## config.mk

```make
export PLATFORM = sky130hd
export DESIGN_NAME = defuzz
export DESIGN_NICKNAME = d
export VERILOG_FILES = /design/src/rtl/defuzz.sv
export SDC_FILE = /design/constraint.sdc
export NUM_CORES = 1
export LEC_CHECK = 0
export ABC_AREA = 1
export CAP_MARGIN = 20
export CORE_ASPECT_RATIO = 1.5
export CORE_MARGIN = 4
export CORE_UTILIZATION = 55
export CTS_CLUSTER_SIZE = 30
export DETAILED_ROUTE_END_ITERATION = 8
export PLACE_DENSITY = 0.77
export SYNTH_ARGS = -nofsm -noshare
export SYNTH_HDL_FRONTEND = slang
export SYNTH_SLANG_ARGS = --single-unit
```

## constraint.sdc

```tcl
create_clock -name clk -period 293.4 [get_ports clk]
set_clock_uncertainty 0.05 [all_clocks]
set_input_delay 88.02 -clock clk [delete_from_list [all_inputs] [get_ports clk]]
set_output_delay 88.02 -clock clk [all_outputs]
set_load 0.01 [all_outputs]
```

## src/rtl/defuzz.sv

```systemverilog
// -----------------------------------------------------------------------------
// defuzz -- output stage of the fuzzy controller.
//
// Converts the aggregated weighted-sum pair into a crisp integer percentage:
//   G = floor(floor((S_wg << 15) / max(S_w, EPS)) * 100 / 2^15),
// clamped to 0..100 and registered.
//
// Handshake: none. There is no valid/ready pair; the inputs are sampled on
// every rising edge of clk and the result appears on G_out just after that
// edge (one cycle of latency). A new result is produced every cycle.
//
// Ports:
//   clk    in   1   system clock, rising-edge active
//   rst_n  in   1   synchronous active-low reset (G_out <= 0)
//   S_w    in  16   sum of rule weights, unsigned Q1.15
//   S_wg   in  16   sum of weight x consequent, unsigned Q1.15
//   G_out  out  8   crisp output, unsigned integer percent 0..100
// -----------------------------------------------------------------------------
module defuzz #(
    parameter logic [15:0] EPS = 16'd1
) (
    input  logic        clk,
    input  logic        rst_n,
    input  logic [15:0] S_w,
    input  logic [15:0] S_wg,
    output logic [7:0]  G_out
);

    logic [15:0] den;
    logic [30:0] num;
    logic [30:0] ratio;
    logic [37:0] prod;
    logic [22:0] pct;
    logic [7:0]  g_next;

    // Denominator floor keeps the divide defined when S_w is (near) zero.
    assign den = (S_w < EPS) ? EPS : S_w;
    assign num = {S_wg, 15'd0};

    // Restoring long division, one quotient bit per numerator bit, MSB first.
    // The remainder is always < den before the shift, so it fits in 17 bits
    // after shifting in the next numerator bit.
    logic [16:0] rem;
    always_comb begin
        rem   = 17'd0;
        ratio = 31'd0;
        for (int i = 30; i >= 0; i--) begin
            rem = {rem[15:0], num[i]};
            if (rem >= {1'b0, den}) begin
                rem      = rem - {1'b0, den};
                ratio[i] = 1'b1;
            end
        end
    end

    // 31-bit ratio times 100 needs 38 bits to avoid any wrap.
    assign prod = {7'd0, ratio} * 38'd100;
    assign pct  = 23'(prod >> 15);

    assign g_next = (pct > 23'd100) ? 8'd100 : pct[7:0];

    always_ff @(posedge clk) begin
        if (!rst_n) begin
            G_out <= 8'd0;
        end else begin
            G_out <= g_next;
        end
    end

endmodule

```

==> impl_metrics.tcl <==
set metrics [dict create \
    setup_viol 0 \
    rsz0062_at_grt "no" \
    critPathBufInv 67 \
    clk_root_buffer_cell "clkbuf_16" \
    timing.final.max_slew_violations 0 \
    post_cts_resize_count 0 \
    number_of_antenna_violations_at_the_first_check_in_global_routing 0 \
    worst_hold_path.num_cells 3 \
    result_of_the_run "finished clean" \
    reg_with_most_ffs "G_out" \
    htree_num_levels 1 \
    grt.total_usage_pct 30.5 \
    dieHeight_um 295 \
    largest_reg_flops 8 \
    synth.avg_cell_area_um2 6.01 \
    clock_sinks 8 \
    setup_total_negative_slack_ns 0 \
    diodes 0 \
    critPathArrivalTime_ns 183.86 \
    fillerInstances 5519 \
    setup.worst_path.class "in -> reg" \
    post-synth-top-count-cell "nand2_1" \
    detailedRoute.firstIterationViolations 1869 \
    synth_seq_area_share_pct 0.531 \
    type_of_origin_of_the_critical_path "input port" \
    cts_max_path_buffers 2 \
    cp_max_fo 30 \
    post_drt_via_cell_ratio 5.76 \
    synth.ff_latch_count 8 \
    place.gp.congestion 0.980 \
    ys_types 61 \
    synth_top_cell_area_share_pct 23.4 \
    drt_pass1_iterations 6 \
    grt_start_max_net_pins 45 \
    cts-hold-fix-buffers 0 \
    detail_route.wl_per_cell_um 16.3 \
    rows 104 \
    timing.critical_path.max_delay_family "compound AO/OA/AOI/OAI gates" \
    floorplan.initialDensity_pct 55.9 \
    final_nets 5639 \
    timing.max_cap.violations 0 \
    num_vias 32700 \
    ys.warnings.count 0 \
    synthArstFlopShare_pct 0 \
    fin_crit_ns 183.80 \
    pin_count 42 \
    synthesized_netlist_cell_count 5017 \
    cts_setup_buffers 0 \
    wire_length_of_the_first_global_routing_pass_um 149000 \
    post-route-drc-count 0 \
    areaGrowthSynthToFinish_pct 3.46 \
    global_route.overflow_total 0 \
    detailedPlacementHpwl_um 75000 \
    tritoncts_buffers 3 \
    post_synth_instance_area_um2 30200 \
    drtAntennaViolNets 0 \
    yosys.area.top_type "ha_1" \
    via_count_of_the_first_global_routing_pass 31800 \
    synth.net_count 5655 \
    maxClockFrequency_mhz 5.44 \
    required_ns 293.46 \
    cpMaxStageDelayCell "buf_2" \
    core_area_um2 54000 \
    placement.io_buffers 41 \
    timing.slew.headroom_pct 39.9 \
    cpPeakStageDelay_ns 0.65 \
    crit_path_end_kind "register" \
    synthTopCellsByArea "ha_1 23%, nand2_1 16%, inv_1 9.2%, a21oi_1 7.1%, xor2_1 6.6%" \
    timing_hold_violations_final 0 \
    layout_worst_path_cycle_share_pct 62.6 \
    clock_tree_from_tritoncts "built" \
    synth_enable_flop_cells 0 \
    yosys_most_used_dff "dfxtp_1" \
    biggestRegsByFlops "G_out (8)" \
    routed_wirelength_um 92600 \
    critical_path_cell_count 579 \
    synth_common_cells "1269 x nand2_1, 741 x inv_1, 563 x ha_1, 428 x a21oi_1, 391 x o21ai_0" \
    drive_above_1_share_pct 4.22 \
    clk_pin_slew_worst_paths_ns 0.04 \
    hold_path_class "in -> reg" \
    die_width_um 199 \
    tightestPinTransition_ns 0.901 \
    dieArea_um2 58700 \
]
==> tightest hold or removal path: stages <==
cell	delay (ns)
clkdlybuf4s50_1	0.56
nand2_1	0.13
inv_1	0.03
==> final cells by class <==
class,instances,area [um2],area share [%]
clock buffer,3,75.1,0.241
inverter,772,2900,9.29
multi-input combinational,4158,26700,85.5
sequential,8,160,0.513
tap,689,862,2.76
timing repair buffer,58,533,1.71
==> per-layer routing <==
metal  wire (um)  GRT usage (%)  up-vias
met5           0              0        -
met4        7470           19.3        0
met3        3770           1.75      396
met2       46000           57.4      952
met1       35400           32.5    14700
li1            -              -    16700
==> path summary, 6_finish.rpt <==
path	start	endpoint	slack, ns
max	S_w[1]	G_out[3]	109.60
min	rst_n	G_out[5]	88.50
==> metrics by stage <==
step	instance area [um2]	cells	util, %	setup slack [ns]	hold WS (ns)
2_1_floorplan	30200	5017	-	120.23	88.07
3_3_place_gp	31100	5685	57.7	112.42	88.71
3_5_place_dp	31100	5685	57.7	110.46	88.71
4_1_cts	31200	5688	57.8	110.44	88.48
5_1_grt	31200	5688	57.8	98.56	88.53
6_report	31200	5688	57.8	109.60	88.50
==> cell usage in the layout, fill, tap and decap left out, types with 4 or more instances in the layout <==
cell                n
buf_4              17
nor3_1             56
inv_2              43
o21ai_2             4
a211oi_1           12
nand3_1           291
a21oi_1           428
o211ai_1           11
nor2_1            213
nand4_1            42
a221oi_1           16
xor2_1            228
ha_1              563
a221o_1            12
inv_1             727
o21ai_0           391
o21ai_1            56
nand2_2            28
fa_1               41
o21a_1             27
nand3_2            25
o2111ai_1           4
nor4_1             13
or2_2              21
xnor2_1           170
nand2_4             9
o21bai_1           76
nand2_1          1268
o31ai_1            12
a31oi_1            22
nor2_4             17
nand3_4            16
a21o_1             25
nand3b_1           12
clkdlybuf4s50_1    40
dfxtp_1             8
nor2_2             17
==> cells by family after synthesis <==
family                   Yosys count  share of synthesized area (%)
adder cells (fa/ha/maj)          604                           26.1
other                              1                         0.0124
XOR/XNOR                         398                           11.6
multiplexers                       1                         0.0332
AO/OA/AOI/OAI                   1110                           20.6
flip-flops                         8                          0.531
buffers and inverters            851                           11.1
AND/OR/NAND/NOR                 2044                           30.2
Power is left out: the tool's default activity adds up to more than one toggle a clock period on the data nets, which glitch-free logic cannot reach.
